File: config.mk
export PLATFORM = sky130hd
export DESIGN_NAME = capture_ctrl_flat
export DESIGN_NICKNAME = d
export VERILOG_FILES = /design/src/rtl/capture_if.sv /design/src/rtl/capture_ctrl.sv /design/src/flat_wrapper.sv
export SDC_FILE = /design/constraint.sdc
export NUM_CORES = 1
export LEC_CHECK = 0
export CORE_MARGIN = 3
export CORE_UTILIZATION = 40
export CTS_CLUSTER_DIAMETER = 40
export CTS_CLUSTER_SIZE = 40
export DETAILED_ROUTE_END_ITERATION = 8
export DONT_BUFFER_PORTS = 1
export GPL_TIMING_DRIVEN = 0
export SLEW_MARGIN = 5
export SYNTH_ARGS = -nofsm -noshare
export SYNTH_HDL_FRONTEND = slang
export SYNTH_SLANG_ARGS = --single-unit
File: constraint.sdc
create_clock -name clk -period 2.5 [get_ports clk]
set_clock_uncertainty 0.1 [all_clocks]
set_input_delay 0.25 -clock clk [delete_from_list [all_inputs] [get_ports clk]]
set_output_delay 0.25 -clock clk [all_outputs]
set_load 0.03 [all_outputs]
File: src/rtl/capture_if.sv
// Capture sequencer bundle: sample strobe, run/trigger controls, RAM write port and status.
// The master side drives the controls; the slave side is the capture controller.
interface capture_if #(
    parameter int ADDR_W = 9
);
    logic              wrt_smpl;
    logic              run;
    logic              protTrig;
    logic              chTrig;
    logic [ADDR_W-1:0] trig_pos;
    logic              done_clr;
    logic              we;
    logic [ADDR_W-1:0] waddr;
    logic              triggered;
    logic              capture_done;
    logic [ADDR_W-1:0] trig_addr;
    logic [ADDR_W-1:0] rd_start;
    logic              auto_trig;

    modport master (
        output wrt_smpl, run, protTrig, chTrig, trig_pos, done_clr,
        input  we, waddr, triggered, capture_done, trig_addr, rd_start, auto_trig
    );

    modport slave (
        input  wrt_smpl, run, protTrig, chTrig, trig_pos, done_clr,
        output we, waddr, triggered, capture_done, trig_addr, rd_start, auto_trig
    );
endinterface

File: src/rtl/capture_ctrl.sv
// Circular-buffer capture sequencer: pre-trigger fill, armed wait, post-trigger count, done hold.
// Optional forced trigger after a quiet ARMED period when CAP_AUTO_TRIG_EN is defined.
module capture_ctrl #(
    parameter int ADDR_W   = 9,
    parameter int AUTO_CNT = 16
) (
    input  logic      clk,
    input  logic      rst_n,
    capture_if.slave  bus
);
    localparam int CW = ADDR_W + 1;
    localparam logic [CW-1:0]     DEPTH_C  = {1'b1, {ADDR_W{1'b0}}};
    localparam logic [CW-1:0]     CNT_ONE  = {{ADDR_W{1'b0}}, 1'b1};
    localparam logic [ADDR_W-1:0] ADDR_ONE = {{(ADDR_W-1){1'b0}}, 1'b1};

    typedef enum logic [2:0] {
        IDLE  = 3'd0,
        FILL  = 3'd1,
        ARMED = 3'd2,
        POST  = 3'd3,
        DONE  = 3'd4
    } state_t;

    state_t            state_r;
    state_t            state_nxt_s;
    logic [ADDR_W-1:0] waddr_r;
    logic [ADDR_W-1:0] trig_addr_r;
    logic [ADDR_W-1:0] rd_start_r;
    logic [CW-1:0]     smpl_cnt_r;
    logic [CW-1:0]     post_cnt_r;
    logic [CW-1:0]     pre_r;
    logic [CW-1:0]     post_r;
    logic              triggered_r;
    logic              capture_done_r;

    logic              trig_s;
    logic              force_s;
    logic              trig_hit_s;
    logic [ADDR_W-1:0] tp_eff_s;
    logic [CW-1:0]     post_len_s;
    logic              fill_end_s;
    logic              post_end_s;
    logic              we_s;
    logic              start_s;
    logic              arm_trig_s;
    logic              finish_s;
    logic              abort_s;
    logic              release_s;

    assign trig_s     = bus.protTrig & bus.chTrig;
    assign trig_hit_s = trig_s | force_s;
    assign tp_eff_s   = (bus.trig_pos == '0) ? ADDR_ONE : bus.trig_pos;
    assign post_len_s = {1'b0, tp_eff_s};
    assign fill_end_s = (state_r == FILL) & bus.wrt_smpl & ((smpl_cnt_r + CNT_ONE) == pre_r);
    assign post_end_s = (state_r == POST) & bus.wrt_smpl & ((post_cnt_r + CNT_ONE) == post_r);

    // State register
    always_ff @(posedge clk or negedge rst_n) begin
        if (!rst_n) begin
            state_r <= IDLE;
        end else begin
            state_r <= state_nxt_s;
        end
    end

    // Next-state logic; dropping run aborts any active capture
    always_comb begin
        state_nxt_s = state_r;
        case (state_r)
            IDLE: begin
                if (start_s) state_nxt_s = FILL;
                else         state_nxt_s = IDLE;
            end
            FILL: begin
                if (!bus.run)        state_nxt_s = IDLE;
                else if (fill_end_s) state_nxt_s = ARMED;
                else                 state_nxt_s = FILL;
            end
            ARMED: begin
                if (!bus.run)        state_nxt_s = IDLE;
                else if (finish_s)   state_nxt_s = DONE;
                else if (arm_trig_s) state_nxt_s = POST;
                else                 state_nxt_s = ARMED;
            end
            POST: begin
                if (!bus.run)      state_nxt_s = IDLE;
                else if (finish_s) state_nxt_s = DONE;
                else               state_nxt_s = POST;
            end
            DONE: begin
                if (release_s) state_nxt_s = IDLE;
                else           state_nxt_s = DONE;
            end
            default: state_nxt_s = IDLE;
        endcase
    end

    // Per-state strobes; a trigger coincident with the write of a 1-sample post window finishes at once
    always_comb begin
        we_s       = 1'b0;
        start_s    = 1'b0;
        arm_trig_s = 1'b0;
        finish_s   = 1'b0;
        abort_s    = 1'b0;
        release_s  = 1'b0;
        case (state_r)
            IDLE: begin
                start_s = bus.run & ~capture_done_r;
            end
            FILL: begin
                we_s    = bus.wrt_smpl;
                abort_s = ~bus.run;
            end
            ARMED: begin
                we_s       = bus.wrt_smpl;
                abort_s    = ~bus.run;
                arm_trig_s = bus.run & trig_hit_s;
                finish_s   = bus.run & trig_hit_s & bus.wrt_smpl & (post_r == CNT_ONE);
            end
            POST: begin
                we_s     = bus.wrt_smpl;
                abort_s  = ~bus.run;
                finish_s = bus.run & post_end_s;
            end
            DONE: begin
                release_s = bus.done_clr;
            end
            default: begin
                we_s = 1'b0;
            end
        endcase
    end

    // Circular write address, restarted from 0 on every new capture
    always_ff @(posedge clk or negedge rst_n) begin
        if (!rst_n) begin
            waddr_r <= '0;
        end else if (state_r == IDLE) begin
            waddr_r <= '0;
        end else if (we_s) begin
            waddr_r <= waddr_r + ADDR_ONE;
        end
    end

    // Pre/post window lengths, frozen at capture start
    always_ff @(posedge clk or negedge rst_n) begin
        if (!rst_n) begin
            pre_r  <= '0;
            post_r <= '0;
        end else if (start_s) begin
            pre_r  <= DEPTH_C - post_len_s;
            post_r <= post_len_s;
        end
    end

    // Pre-trigger and post-trigger sample counters
    always_ff @(posedge clk or negedge rst_n) begin
        if (!rst_n) begin
            smpl_cnt_r <= '0;
            post_cnt_r <= '0;
        end else begin
            if (state_r == IDLE) begin
                smpl_cnt_r <= '0;
            end else if ((state_r == FILL) && we_s) begin
                smpl_cnt_r <= smpl_cnt_r + CNT_ONE;
            end
            if (state_r == IDLE) begin
                post_cnt_r <= '0;
            end else if (arm_trig_s) begin
                post_cnt_r <= {{ADDR_W{1'b0}}, bus.wrt_smpl};
            end else if ((state_r == POST) && we_s) begin
                post_cnt_r <= post_cnt_r + CNT_ONE;
            end
        end
    end

    // Trigger and completion status
    always_ff @(posedge clk or negedge rst_n) begin
        if (!rst_n) begin
            triggered_r    <= 1'b0;
            trig_addr_r    <= '0;
            capture_done_r <= 1'b0;
            rd_start_r     <= '0;
        end else begin
            if (arm_trig_s) begin
                triggered_r <= 1'b1;
                trig_addr_r <= waddr_r;
            end else if (abort_s || release_s || (state_r == IDLE)) begin
                triggered_r <= 1'b0;
            end
            if (finish_s) begin
                capture_done_r <= 1'b1;
                rd_start_r     <= waddr_r + ADDR_ONE;
            end else if (release_s) begin
                capture_done_r <= 1'b0;
            end
        end
    end

`ifdef CAP_AUTO_TRIG_EN
    localparam logic [AUTO_CNT-1:0] AUTO_MAX = {AUTO_CNT{1'b1}};
    logic [AUTO_CNT-1:0] auto_cnt_r;
    logic                auto_trig_r;

    assign force_s = (state_r == ARMED) & (auto_cnt_r == AUTO_MAX) & ~trig_s;

    // Quiet-period counter: only runs in ARMED, saturates at all-ones
    always_ff @(posedge clk or negedge rst_n) begin
        if (!rst_n) begin
            auto_cnt_r <= '0;
        end else if (state_r != ARMED) begin
            auto_cnt_r <= '0;
        end else if (we_s && (auto_cnt_r != AUTO_MAX)) begin
            auto_cnt_r <= auto_cnt_r + {{(AUTO_CNT-1){1'b0}}, 1'b1};
        end
    end

    // Forced-trigger flag follows the lifetime of triggered
    always_ff @(posedge clk or negedge rst_n) begin
        if (!rst_n) begin
            auto_trig_r <= 1'b0;
        end else if (arm_trig_s) begin
            auto_trig_r <= force_s;
        end else if (abort_s || release_s || (state_r == IDLE)) begin
            auto_trig_r <= 1'b0;
        end
    end

    assign bus.auto_trig = auto_trig_r;
`else
    assign force_s       = 1'b0;
    assign bus.auto_trig = 1'b0 & (AUTO_CNT > 32'sd0);
`endif

    assign bus.we           = we_s;
    assign bus.waddr        = waddr_r;
    assign bus.triggered    = triggered_r;
    assign bus.capture_done = capture_done_r;
    assign bus.trig_addr    = trig_addr_r;
    assign bus.rd_start     = rd_start_r;
endmodule
File: src/flat_wrapper.sv
// flat-port wrapper written by rule: the top's interface ports become plain ports
module capture_ctrl_flat 
#(
    parameter int ADDR_W   = 9,
    parameter int AUTO_CNT = 16
)
  (clk, rst_n, bus_wrt_smpl, bus_run, bus_protTrig, bus_chTrig, bus_trig_pos, bus_done_clr, bus_we, bus_waddr, bus_triggered, bus_capture_done, bus_trig_addr, bus_rd_start, bus_auto_trig);
  capture_if #(.ADDR_W(ADDR_W)) bus_i ();
  input  logic clk;
  input  logic rst_n;
  input wire logic [$bits(bus_i.wrt_smpl)-1:0] bus_wrt_smpl;
  input wire logic [$bits(bus_i.run)-1:0] bus_run;
  input wire logic [$bits(bus_i.protTrig)-1:0] bus_protTrig;
  input wire logic [$bits(bus_i.chTrig)-1:0] bus_chTrig;
  input wire logic [$bits(bus_i.trig_pos)-1:0] bus_trig_pos;
  input wire logic [$bits(bus_i.done_clr)-1:0] bus_done_clr;
  output wire logic [$bits(bus_i.we)-1:0] bus_we;
  output wire logic [$bits(bus_i.waddr)-1:0] bus_waddr;
  output wire logic [$bits(bus_i.triggered)-1:0] bus_triggered;
  output wire logic [$bits(bus_i.capture_done)-1:0] bus_capture_done;
  output wire logic [$bits(bus_i.trig_addr)-1:0] bus_trig_addr;
  output wire logic [$bits(bus_i.rd_start)-1:0] bus_rd_start;
  output wire logic [$bits(bus_i.auto_trig)-1:0] bus_auto_trig;
  assign bus_i.wrt_smpl = bus_wrt_smpl;
  assign bus_i.run = bus_run;
  assign bus_i.protTrig = bus_protTrig;
  assign bus_i.chTrig = bus_chTrig;
  assign bus_i.trig_pos = bus_trig_pos;
  assign bus_i.done_clr = bus_done_clr;
  assign bus_we = bus_i.we;
  assign bus_waddr = bus_i.waddr;
  assign bus_triggered = bus_i.triggered;
  assign bus_capture_done = bus_i.capture_done;
  assign bus_trig_addr = bus_i.trig_addr;
  assign bus_rd_start = bus_i.rd_start;
  assign bus_auto_trig = bus_i.auto_trig;
  capture_ctrl #(.ADDR_W(ADDR_W), .AUTO_CNT(AUTO_CNT)) u_core (.clk(clk), .rst_n(rst_n), .bus(bus_i));
endmodule
After elaboration in Yosys (flattened, before gate mapping)
Cells that the tools add are included.
{"block": "word_totals", "word_cells": 73, "register_bits": 71, "output_inout_bits": 31}
{"block": "classes", "n_eq_ne": 7, "bitwise_logic": 12, "reduce_logical": 12, "muxes": 28, "addsub": 4}
{"op": "10-bit two-way mux", "n": 5}
{"op": "9-bit two-way mux", "n": 3}
{"op": "10-bit by 1-bit adder with 10-bit output, second input constant", "n": 2}
{"op": "3-bit two-way mux", "n": 6}
{"op": "3-bit case mux with 5 select lines", "n": 1}
{"op": "1-bit two-way mux", "n": 11}
{"op": "1-bit bitwise AND", "n": 10}
{"op": "10-bit equality test", "n": 1}
{"op": "10-bit by 9-bit equality test with 1-bit output", "n": 1}
{"op": "10-bit by 9-bit subtractor with 10-bit output, first input constant", "n": 1}
{"op": "9-bit by 1-bit adder with 9-bit output, second input constant", "n": 1}
{"op": "9-bit by 1-bit equality test with 1-bit output, second input constant", "n": 1}
{"op": "9-bit logical NOT", "n": 1}
{"op": "2-bit nonzero test", "n": 4}
{"op": "3-bit by 2-bit equality test with 1-bit output, second input constant", "n": 2}
{"op": "3-bit by 1-bit equality test with 1-bit output, second input constant", "n": 1}
{"op": "3-bit equality test, second input constant", "n": 1}
{"op": "3-bit logical NOT", "n": 1}
{"op": "3-bit nonzero test", "n": 1}
{"op": "3-bit OR reduction", "n": 1}
{"op": "1-bit logical AND", "n": 2}
{"op": "1-bit logical OR", "n": 2}
{"op": "2-bit two-way mux", "n": 1}
{"op": "1-bit inverter", "n": 2}
{"op": "1-bit case mux with 2 select lines", "n": 1}

Logic depth before layout (Yosys ltp)
Gate-level depths: netlist of run 1.
{"block": "logic_depth", "word_depth": 8, "ltp_mapped": 9}

Least setup slack after synthesis of run 1
Ideal clock, no wire load.
{"block": "synth_timing", "kind": "register to register", "startpoint": "register u_core.post_cnt_r[0]", "endpoint": "register u_core.rd_start_r[3] (netlist: u_core.bus.rd_start[3])", "path_slack_ps": 161, "arrival_time_ps": 2114, "period_less_slack_ps": 2339, "stages_incl_launch_ff": 8, "cell_sequence": "dfrtp_1 ha_1 xor2_1 nor4_1 nand4_1 o41a_1 buf_6 mux2_4"}
{"block": "synth_via", "elab_chain_cells": 5}
{"item": "start, declared", "line": "capture_ctrl.sv:30", "source": "logic [CW-1:0] post_cnt_r;"}
{"item": "start signal, assigned", "line": "capture_ctrl.sv:170", "source": "post_cnt_r <= {{ADDR_W{1'b0}}, bus.wrt_smpl};"}
{"item": "start signal, assigned", "line": "capture_ctrl.sv:172", "source": "post_cnt_r <= post_cnt_r + CNT_ONE;"}
{"item": "10-bit by 1-bit adder with 10-bit output", "line": "capture_ctrl.sv:55", "source": "assign post_end_s = (state_r == POST) & bus.wrt_smpl & ((post_cnt_r + CNT_ONE) == post_r);"}
{"item": "10-bit by 9-bit equality test with 1-bit output", "line": "capture_ctrl.sv:55"}
{"item": "1-bit bitwise AND", "line": "capture_ctrl.sv:55"}
{"item": "1-bit bitwise AND", "line": "capture_ctrl.sv:123", "source": "finish_s = bus.run & post_end_s;"}
{"item": "1-bit case mux with 2 select lines", "line": "capture_ctrl.sv:106", "source": "case (state_r)"}
{"item": "end signal, assigned", "line": "capture_ctrl.sv:193", "source": "rd_start_r <= waddr_r + ADDR_ONE;"}
{"item": "end, declared", "line": "capture_ctrl.sv:28", "source": "logic [ADDR_W-1:0] rd_start_r;"}
No other way between the ends.
A chain may end at the register's enable or synchronous reset.

Worst setup path after layout of run 1
{"block": "layout_timing", "startpoint": "register u_core.post_cnt_r[1]", "endpoint": "register u_core.rd_start_r[8] (netlist: u_core.bus.rd_start[8])"}
The elaborated chain is that of the path after synthesis.

==> results.rst, run 1 <==
.. list-table::
   :header-rows: 1

   * - Metric
     - Value
   * - Yosys reg bits
     - 70
   * - Most frequently used flop master after synthesis
     - dfrtp_1
   * - Clock sink count
     - 70
   * - Fraction of layout instances using a drive strength above 1
     - 0.154
   * - Layout-stage area growth over the synthesis result
     - 18.1%
   * - Pin count of the biggest net entering global routing
     - 71
   * - Total grt overflow
     - 0
   * - Instance count after placement with tap cells included
     - ~560
   * - Worst Setup End Kind
     - register
   * - H-tree levels
     - 3
   * - Cells after synthesis
     - roughly 430
   * - Worst setup path class
     - register to register
   * - Number of design rule violations left after detail routing
     - 0
   * - Number of clock buffers inserted by TritonCTS
     - 9
   * - Number of flops mapped to enable cells by yosys
     - 0
   * - Clock tree from TritonCTS
     - done
   * - Count of nets left with antenna violations after detail routing
     - 0
   * - Die Width
     - 106 um
   * - Normalized max-slew margin
     - 0.448
   * - Maximum frequency from static timing analysis
     - around 0.40 GHz
   * - RSZ-0062 raised after global routing
     - true
   * - Worst VDD drop
     - roughly 0.34 mV
   * - Wire length of the first global-routing pass
     - approximately 16 mm
   * - Wire length per cell
     - around 17 um
   * - Routed wire length
     - approximately 10 mm
   * - Number of non-filler instances in the completed layout
     - between 600 and 700
   * - Post-layout instance area
     - ~4700 sq um
   * - Source-to-sink clock delay at the later pin of the worst-skew pair
     - roughly 0.35 ns
   * - Number of synthesis warnings
     - 0
   * - Hold violation total from the final report
     - 0
   * - Number of top-level design ports
     - between 40 and 50
   * - Sequential-to-total area share from yosys stat
     - 0.440
   * - Worst endpoint data arrival time
     - ~2.6 ns
   * - DR iter-0 viols
     - between 200 and 250
   * - Die Outline Area
     - 11200 sq um
   * - Post-synthesis instance area
     - a little under 4000 sq um
   * - Final Max Tran Viols
     - 0
   * - Average cell area after synthesis
     - about 9 sq um
   * - Clock tree buffer depth
     - 2
   * - Worst min-delay path class
     - primary input to register
   * - Final period utilization
     - 0.994
   * - Via count normalized by instance count
     - ~5.5
   * - Cell chosen for the clock root
     - clkbuf_8
   * - Post-place instance area
     - between 4000 and 5000 sq um
   * - Floorplan core area
     - around 9500 sq um
   * - Clock Pin Slew Worst Setup and Hold Paths
     - roughly 0.090 ns
   * - Post-detail-place hpwl
     - ~6.7 mm
   * - Actual slew at the worst max-slew pin
     - between 0.8 and 0.9 ns
   * - Ant diodes
     - 0
   * - 1st-pass router iterations
     - 4
   * - Startpoint types
     - register
   * - P per Cell Area
     - 530 nW/um^2
   * - Setup violators final
     - 0
   * - Number of rows created at floorplan
     - 35
   * - Distinct cells, synth
     - 54
   * - Antenna violations before repair
     - 0
   * - Mapped Nets
     - about 450
   * - Tmin final
     - roughly 2.5 ns
   * - Chip Height
     - between 100 and 150 um
   * - Tot GR Track Use
     - 0.181
   * - Maximum fanout count along the critical path
     - 5
   * - FFs w/ async S/R, synth
     - 1.00
   * - Result of the run
     - completed
   * - Initial standard-cell utilization of the core
     - 0.421
   * - Leakage dissipation
     - roughly 2.1 nW
   * - Final net count
     - roughly 500
   * - Critical path data required time
     - approximately 2.6 ns
   * - Gp weighted congestion
     - 0.838
   * - # Max-Cap Violations
     - 0
   * - Port bufs
     - 0
   * - Count of vias placed by the detailed router
     - 3309
   * - Via count of the first global-routing pass
     - about 3300
[placed cells by master (no fill, tap or decap), types with 6 or more instances in the layout]
cell / instances
o21ai_0: 53
nand2_1: 67
dlygate4sd3_1: 12
nor3_1: 8
dfrtp_1: 69
mux2_4: 6
nor2_1: 23
inv_1: 10
a21oi_1: 9
mux2_2: 11
a31oi_1: 6
clkbuf_1: 12
nand4_1: 6
xnor2_1: 17
buf_4: 13
and3_1: 8
xor2_1: 23
nand3_1: 13
clkbuf_8: 9
[area by class of cell]
| cell class | instances | area (sq um) |
|---|---|---|
| Buffer | 23 | 126 |
| Clock buffer | 9 | 124 |
| Sequential cell | 70 | 1750 |
| Timing Repair Buffer | 24 | 228 |
| Inverter | 11 | 43.8 |
| Multi-Input combinational cell | 330 | 2180 |
| Tap cell | 129 | 161 |
| Fill cell | 932 | 4760 |
| Clock inverter | 7 | 80.1 |
[path summary, 6_finish.rpt]
path                                       from                      to  slack [ns]  depth (start not counted)
min reg2reg                     u_core.pre_r[1]         u_core.pre_r[1]        0.41                          2
max reg2reg                u_core.post_cnt_r[1]  u_core.bus.rd_start[8]        0.02                          8
max                        u_core.post_cnt_r[1]  u_core.bus.rd_start[8]        0.02                          8
min                             bus_trig_pos[6]         u_core.pre_r[6]       0.008                          2
max in group asynchronous                 rst_n    u_core.post_cnt_r[0]        1.57                          2
min in group asynchronous                 rst_n        u_core.post_r[2]        0.42                          2
[logic make-up (layout without fill, tap and decap cells)]
kind of cell             after synthesis  in the layout  synth area share
adder cells (fa/ha/maj)                4              4            0.0126
AND/OR/NAND/NOR                      164            164             0.202
multiplexers                          18             18            0.0563
XOR/XNOR                              42             42            0.0959
buffers and inverters                 34             74            0.0393
AO/OA/AOI/OAI                        101            101             0.153
flip-flops                            70             70             0.440
other                                  1              1          0.000943
[timing repair]
action,in CTS,in global routing
pin swaps,0,1
buffers inserted,2,7
endpoints found under the setup margin,12,29
endpoints found under the hold margin,81,0
hold buffers,13,0
gates cloned,0,2
gates resized for setup,5,27
[state kept, by name, summed over array words and instances, names as in the netlist]
name and cells:
u_core.bus.trig_addr 9, u_core.smpl_cnt_r 10, u_core.bus.capture_done 1, u_core.state_r 3, u_core.bus.triggered 1, u_core.post_r 8
u_core.bus.rd_start 9, u_core.bus.waddr 9, u_core.post_cnt_r 10, u_core.pre_r 10
[power breakdown]
part / switching, mW / internal, mW / total [mW]
clock network: 0.477 / 0.471 / 0.949
registers: 0.0757 / 1.18 / 1.25
logic: 0.163 / 0.126 / 0.289
[worst max-delay path: stages, from the launching register on]
cell and delay [ns]:
dfrtp_1 0.45, and3_4 0.22, buf_6 0.12, nand4_4 0.12
o311ai_4 0.29, a31oi_2 0.08, o41a_1 0.51, buf_4 0.20
mux2_4 0.29
[per-stage QoR]
stage / power, mW / setup TNS [ns] / hold slack [ns] / utilization / setup slack [ns]
finish: 2.49 / 0 / 0.00754 / 0.497 / 0.0160
floorplan: 1.44 / 0 / -0.146 / - / 0.161
global placement: 1.49 / -0.904 / -0.143 / 0.438 / -0.153
global route: 2.62 / -0.358 / 0.0200 / 0.497 / -0.0643
CTS: 2.51 / 0 / 0.00111 / 0.478 / 0.00989
detailed placement: 1.50 / -1.33 / -0.143 / 0.438 / -0.185
[routing by layer]
| metal | global-route usage | vias to the layer above | routed length (um) |
|---|---|---|---|
| li1 | - | 1610 | - |
| met1 | 0.253 | 1606 | 4680 |
| met2 | 0.281 | 83 | 4620 |
| met3 | 0.0527 | 10 | 646 |
| met4 | 0.0389 | 0 | 98 |
| met5 | 0 | - | 0 |
[cells in the mapped netlist, drive strengths merged (2+ instances only)]
cell / n / area, sq um
nand3b: 4 / 30.0
and4: 2 / 18.8
nand4: 7 / 50.1
o41ai: 3 / 26.3
nand4b: 2 / 17.5
o211ai: 2 / 15.0
inv: 10 / 37.5
nor4: 6 / 37.5
or3: 5 / 31.3
nor2: 25 / 96.4
ha: 4 / 50.1
clkbuf: 16 / 61.3
a21oi: 9 / 45.0
nor3b: 3 / 22.5
o21ai: 54 / 270
a21o: 5 / 37.5
and2: 3 / 18.8
o31ai: 5 / 37.5
a22o: 3 / 26.3
o22ai: 4 / 25.0
nand3: 14 / 70.1
dfrtp: 70 / 1750
a31oi: 7 / 43.8
and3: 9 / 56.3
nand2: 67 / 251
nand2b: 5 / 31.3
buf: 7 / 53.8
xnor2: 17 / 149
xor2: 24 / 210
mux2: 17 / 214
nor3: 9 / 45.0
(Power assumes the default switching activity.)
==> run 2, diff against run 1 <==
--- a/config.mk
+++ b/config.mk
@@ -6,7 +6,7 @@
 export NUM_CORES = 1
 export LEC_CHECK = 0
 export CORE_MARGIN = 3
-export CORE_UTILIZATION = 40
+export CORE_UTILIZATION = 36
 export CTS_CLUSTER_DIAMETER = 40
 export CTS_CLUSTER_SIZE = 40
 export DETAILED_ROUTE_END_ITERATION = 8
==> constraint.sdc (replaced) <==
create_clock -name clk -period 2.5 [get_ports clk]
set_clock_uncertainty 0.1 [all_clocks]
set_input_delay 0.5 -clock clk [delete_from_list [all_inputs] [get_ports clk]]
set_output_delay 0.5 -clock clk [all_outputs]
set_load 0.03 [all_outputs]
==> results.rst, run 2 (same netlist as run 1, synthesis figures left out) <==
.. list-table::
   :header-rows: 1

   * - Metric
     - Value
   * - H-tree levels
     - 3
   * - Number of rows created at floorplan
     - 37
   * - Flop-to-flop setup slack
     - -0.02 ns
   * - Start of the worst register-to-register path
     - u_core.post_cnt_r[1]
   * - Instance count along the most critical hold path
     - 1
   * - Top flop regs
     - u_core.post_cnt_r x10, u_core.pre_r x10, u_core.smpl_cnt_r x10
   * - P per Cell Area
     - between 500 and 600 nW/um^2
   * - Final period utilization
     - 1.01
   * - Tot GR Track Use
     - 0.159
   * - Clock tree buffer depth
     - 2
   * - RSZ-0062 raised after global routing
     - true
   * - Clock Pin Slew Worst Setup and Hold Paths
     - 0.08 ns
   * - Worst min-delay path class
     - primary input to register
   * - Total grt overflow
     - 0
   * - Worst endpoint data arrival time
     - 2.67 ns
   * - Hold violation total from the final report
     - 0
   * - Gp weighted congestion
     - around 0.90
   * - Worst Setup End Kind
     - register
   * - Violated checks
     - setup timing
   * - 1st-pass router iterations
     - 4
   * - Routed wire length
     - between 9 and 10 mm
   * - Pin count of the biggest net entering global routing
     - a little over 70
   * - Fraction of layout instances using a drive strength above 1
     - 0.140
   * - Source-to-sink clock delay at the later pin of the worst-skew pair
     - between 0.3 and 0.4 ns
   * - Worst VDD drop
     - around 0.29 mV
   * - FF-to-FF path depth
     - 7
   * - Antenna violations before repair
     - 0
   * - Initial standard-cell utilization of the core
     - 0.377
   * - Via count of the first global-routing pass
     - approximately 3200
   * - Critical path data required time
     - 2.65 ns
   * - Setup violators final
     - 7
   * - Cell chosen for the clock root
     - clkbuf_8
   * - DR iter-0 viols
     - between 100 and 150
   * - Clock sink count
     - 70
   * - Actual slew at the worst max-slew pin
     - between 0.7 and 0.8 ns
   * - Die Outline Area
     - 12300 sq um
   * - Startpoint types
     - register
   * - Number of clock buffers inserted by TritonCTS
     - 9
   * - Worst setup path class
     - register to register
   * - Tmin final
     - approximately 2.5 ns
   * - Clock tree from TritonCTS
     - done
   * - # Max-Cap Violations
     - 0
   * - Count of vias placed by the detailed router
     - around 3200
   * - Worst hold path startpoint
     - bus_done_clr
   * - Commonest cells after routing, fill and taps aside
     - dfrtp_1, nand2_1, o21ai_0, nor2_1, xor2_1
   * - Maximum frequency from static timing analysis
     - 0.397 GHz
   * - Result of the run
     - complete, but fails checks
   * - Most common cell after layout, fill and taps aside
     - dfrtp_1
   * - Ant diodes
     - 0
   * - Chip Height
     - between 100 and 150 um
   * - Die Width
     - 111 um
   * - Hold Crit Endpoint
     - u_core.state_r[2]
   * - Number of top-level design ports
     - 47
   * - Wire length of the first global-routing pass
     - ~16 mm
   * - Wire length per cell
     - 16.3 um
   * - Number of design rule violations left after detail routing
     - 0
   * - Final net count
     - between 400 and 500
   * - Floorplan core area
     - about 11000 sq um
   * - Final Max Tran Viols
     - 0
   * - Maximum fanout count along the critical path
     - 5
   * - Layout-stage area growth over the synthesis result
     - 14.2%
   * - Post-layout worst setup margin
     - -0.0220 ns
   * - Worst flop-to-flop path endpoint
     - u_core.bus.rd_start[3]
   * - Port bufs
     - 0
   * - Pre-CTS setup slack
     - -0.182 ns
   * - Leakage dissipation
     - approximately 2.1 nW
   * - Count of nets left with antenna violations after detail routing
     - 0
   * - Normalized max-slew margin
     - 0.515
   * - Post-detail-place hpwl
     - 6.79 mm
   * - Final core area utilization
     - 0.430
   * - Via count normalized by instance count
     - 5.44
run 2: cell type report:
| class | instances | area (sq um) |
|---|---|---|
| plain buffers | 22 | 116 |
| clock buffers | 10 | 138 |
| clock inverters | 6 | 92.6 |
| fillers | 1045 | 6010 |
| inverters | 11 | 46.3 |
| multi-input cells | 330 | 2130 |
| flip-flops and latches | 70 | 1750 |
| well taps | 136 | 170 |
| repair buffers | 8 | 90.1 |
run 2: metal layers:
metal,vias up,track usage,wire [um]
met4,0,0.0406,152
met5,-,0,0
li1,1573,-,-
met2,63,0.258,4720
met1,1579,0.200,4320
met3,12,0.0584,487
run 2: how the worst max path moves through the flow:
stage               cells after the start  slack (ns)                 start                     end
global placement                        8       -0.15  u_core.post_cnt_r[0]  u_core.bus.rd_start[3]
finish                                  7       -0.02  u_core.post_cnt_r[1]  u_core.bus.rd_start[3]
floorplan                               7        0.16  u_core.post_cnt_r[0]  u_core.bus.rd_start[3]
CTS                                     7      -0.006  u_core.post_cnt_r[0]  u_core.bus.rd_start[7]
detailed placement                      8       -0.18  u_core.post_cnt_r[0]  u_core.bus.rd_start[7]
global route                            7       -0.08     u_core.state_r[1]       u_core.state_r[0]
run 2: through the flow:
stage,power (mW),std cells,hold slack (ns),instance area [sq um],TNS [ns]
after floorplan,1.44,434,0.104,3980,0
after global placement,1.49,570,0.106,4150,-1.03
after detailed placement,1.50,570,0.107,4150,-1.38
after CTS,2.60,591,0.114,4480,-0.00646
after global routing,2.70,593,0.134,4540,-0.485
final,2.57,593,0.141,4540,-0.0980
run 2: what timing repair did:
| item | CTS | global route |
|---|---|---|
| setup buffers | 3 | 2 |
| endpoints found under the setup margin | 14 | 25 |
| pin swaps | 3 | 6 |
| gates resized for setup | 10 | 12 |
| endpoints found under the hold margin | 70 | 0 |
| cloned | 1 | 0 |
| hold buffers | 2 | 0 |
run 2: worst max-delay path, stage by stage (launching register included):
cell and delay [ns]:
dfrtp_1 0.44, ha_4 0.27, xor2_2 0.14, nor4_2 0.34, nand4_1 0.15, o41a_1 0.51, buf_6 0.18, mux2_4 0.29
run 2: where the power goes:
| part | switching, mW | internal (mW) | total [mW] |
|---|---|---|---|
| logic | 0.155 | 0.111 | 0.266 |
| registers | 0.0698 | 1.18 | 1.25 |
| clock network | 0.457 | 0.595 | 1.05 |
==> run 3, diff against run 2 <==
--- a/config.mk
+++ b/config.mk
@@ -5,7 +5,7 @@
 export SDC_FILE = /design/constraint.sdc
 export NUM_CORES = 1
 export LEC_CHECK = 0
-export CORE_MARGIN = 3
+export CORE_MARGIN = 2
 export CORE_UTILIZATION = 36
 export CTS_CLUSTER_DIAMETER = 40
 export CTS_CLUSTER_SIZE = 40
==> results.rst, run 3 (same netlist as run 1, synthesis figures left out) <==
.. list-table::
   :header-rows: 1

   * - Metric
     - Value
   * - Post-detail-place hpwl
     - 6.63 mm
   * - Internal Pwr Total
     - around 1.8 mW
   * - Ant diodes
     - 0
   * - Via count normalized by instance count
     - 5.51
   * - Pin count of the biggest net entering global routing
     - 71
   * - Critical path data required time
     - approximately 2.6 ns
   * - Chip Height
     - about 110 um
   * - Setup TNS
     - 0 ns
   * - Met2 demand-to-capacity share in global routing
     - 0.245
   * - DR iter-0 viols
     - 194
   * - Grt peak-use layer
     - met2
   * - Total number of cells along the worst setup path
     - 7
   * - Count of vias placed by the detailed router
     - ~3300
   * - Leakage dissipation
     - 2.07 nW
   * - Source-to-sink clock delay at the later pin of the worst-skew pair
     - between 0.3 and 0.4 ns
   * - Final Max Tran Viols
     - 0
   * - Worst VDD drop
     - 0.276 mV
   * - Routed wire length
     - 9.44 mm
   * - Number of top-level design ports
     - 47
   * - Clock Pin Slew Worst Setup and Hold Paths
     - about 0.07 ns
   * - Setup violators final
     - 0
   * - Die Width
     - between 100 and 150 um
   * - Fill cell total of the finished layout
     - around 1000
   * - Number of design rule violations left after detail routing
     - 0
   * - Antenna violations before repair
     - 0
   * - Normalized max-slew margin
     - 0.473
   * - Number of clock buffers inserted by TritonCTS
     - 9
   * - Number of rows created at floorplan
     - 38
   * - Clock sink count
     - 70
   * - Layout-stage area growth over the synthesis result
     - 14.0%
   * - Worst hold path startpoint
     - bus_trig_pos[8]
   * - Final net count
     - ~470
   * - Wire length of the first global-routing pass
     - between 15 and 20 mm
   * - RSZ-0062 raised after global routing
     - false
   * - Global-route track usage on met1
     - 0.241
   * - Worst endpoint data arrival time
     - between 2 and 3 ns
   * - Result of the run
     - completed
   * - Port bufs
     - 0
   * - Worst setup path class
     - register to register
   * - Cell chosen for the clock root
     - clkbuf_8
   * - Register cell area after layout
     - around 1800 sq um
   * - Combinational fraction of design power
     - 0.109
   * - Commonest cells after routing, fill and taps aside
     - dfrtp_1, nand2_1, o21ai_0, xor2_1, nor2_1
   * - Wire length per cell
     - 15.8 um
   * - Maximum fanout count along the critical path
     - 10
   * - Top flop regs
     - u_core.post_cnt_r x10, u_core.pre_r x10, u_core.smpl_cnt_r x10
   * - Maximum frequency from static timing analysis
     - slightly above 0.4 GHz
   * - Tmin final
     - approximately 2.4 ns
   * - Bufs and invs on worst path
     - 1
   * - Net switching power figure
     - 0.656 mW
   * - Sequential power share
     - 0.510
   * - Crit-path leading delay family
     - compound AO/OA/AOI/OAI gates
   * - Count of nets left with antenna violations after detail routing
     - 0
   * - Total grt overflow
     - 0
   * - Start of the worst register-to-register path
     - u_core.post_cnt_r[0]
   * - Clock tree from TritonCTS
     - done
   * - Startpoint types
     - register
   * - Post-layout worst setup margin
     - slightly above 0.08 ns
   * - Instance count along the most critical hold path
     - 2
   * - Gp weighted congestion
     - 0.842
   * - Most common cell after layout, fill and taps aside
     - dfrtp_1
   * - Part of the power in the clock network
     - 0.382
   * - Floorplan core area
     - ~11000 sq um
   * - Worst Setup End Kind
     - register
   * - Via count of the first global-routing pass
     - 3180
   * - Worst min-delay path class
     - primary input to register
   * - Initial standard-cell utilization of the core
     - 0.369
   * - # Max-Cap Violations
     - 0
   * - FF-to-FF path depth
     - 7
   * - Clock tree buffer depth
     - 2
   * - 1st-pass router iterations
     - 4
   * - Multi-input combinational cell area
     - between 2000 and 2500 sq um
   * - Fraction of layout instances using a drive strength above 1
     - 0.142
   * - Cell chain of the critical path
     - ha_4 > xor2_1 > nor4_2 > nand4_1 > o41a_1 > buf_6 > mux2_4
   * - Die Outline Area
     - between 10000 and 15000 sq um
   * - CP max stage delay
     - between 0.4 and 0.5 ns
   * - H-tree levels
     - 3
   * - Pre-CTS setup slack
     - -0.161 ns
   * - P per Cell Area
     - roughly 540 nW/um^2
   * - Max stage delay cell, worst path
     - o41a_1
   * - Actual slew at the worst max-slew pin
     - 0.784 ns
   * - Tot GR Track Use
     - 0.170
   * - Sw Ratio
     - 0.266
   * - Worst setup path startpoint
     - u_core.post_cnt_r[0]
   * - Final period utilization
     - 0.967
   * - Hold violation total from the final report
     - 0
   * - Met3 usage in global routing
     - 0.0550
[run 3: power by group through the flow]
stage                     combinational (mW)  clock [mW]  sequential (mW)
after global routing                   0.309        1.02             1.26
final                                  0.267       0.939             1.25
after global placement                 0.225           0             1.27
after floorplan                        0.188           0             1.25
after CTS                              0.264       0.974             1.25
after detailed placement               0.228           0             1.27
[run 3: final cells by class]
class                           count  area share
Multi-Input combinational cell    330       0.472
Sequential cell                    70       0.387
Clock inverter                      3     0.00938
Timing Repair Buffer               11      0.0232
Tap cell                          140      0.0386
Buffer                             21      0.0246
Inverter                           11      0.0102
Clock buffer                       13      0.0351
[run 3: per-stage QoR]
stage	hold WS [ns]	power (mW)	std cells	utilization	instance area (sq um)
2_1_floorplan	0.104	1.44	434	-	3980
3_3_place_gp	0.107	1.50	574	0.385	4150
3_5_place_dp	0.107	1.50	574	0.385	4150
4_1_cts	0.146	2.49	598	0.414	4470
5_1_grt	0.135	2.59	599	0.420	4530
6_report	0.166	2.46	599	0.420	4530
[run 3: worst paths after layout]
| kind | slack, ns | to |
|---|---|---|
| setup reg to reg | 0.08 | u_core.bus.rd_start[3] |
| hold / removal | 0.17 | u_core.post_r[8] |
| hold reg to reg | 0.41 | u_core.smpl_cnt_r[9] |
| setup / recovery | 0.08 | u_core.bus.rd_start[3] |
| min in group asynchronous | 0.59 | u_core.bus.rd_start[6] |
| max in group asynchronous | 1.40 | u_core.post_cnt_r[0] |
[run 3: what timing repair did]
action,CTS,global route
endpoints found under the setup margin,11,27
pin swaps,2,3
resized for setup,8,11
setup buffers,7,2
hold endpoints to repair,70,0
hold buffers,2,0
[run 3: metal layers]
metal | share of wire | wire length (um)
met1 | 0.48 | 4530
met2 | 0.44 | 4160
met3 | 0.068 | 638
met4 | 0.012 | 115
met5 | 0 | 0
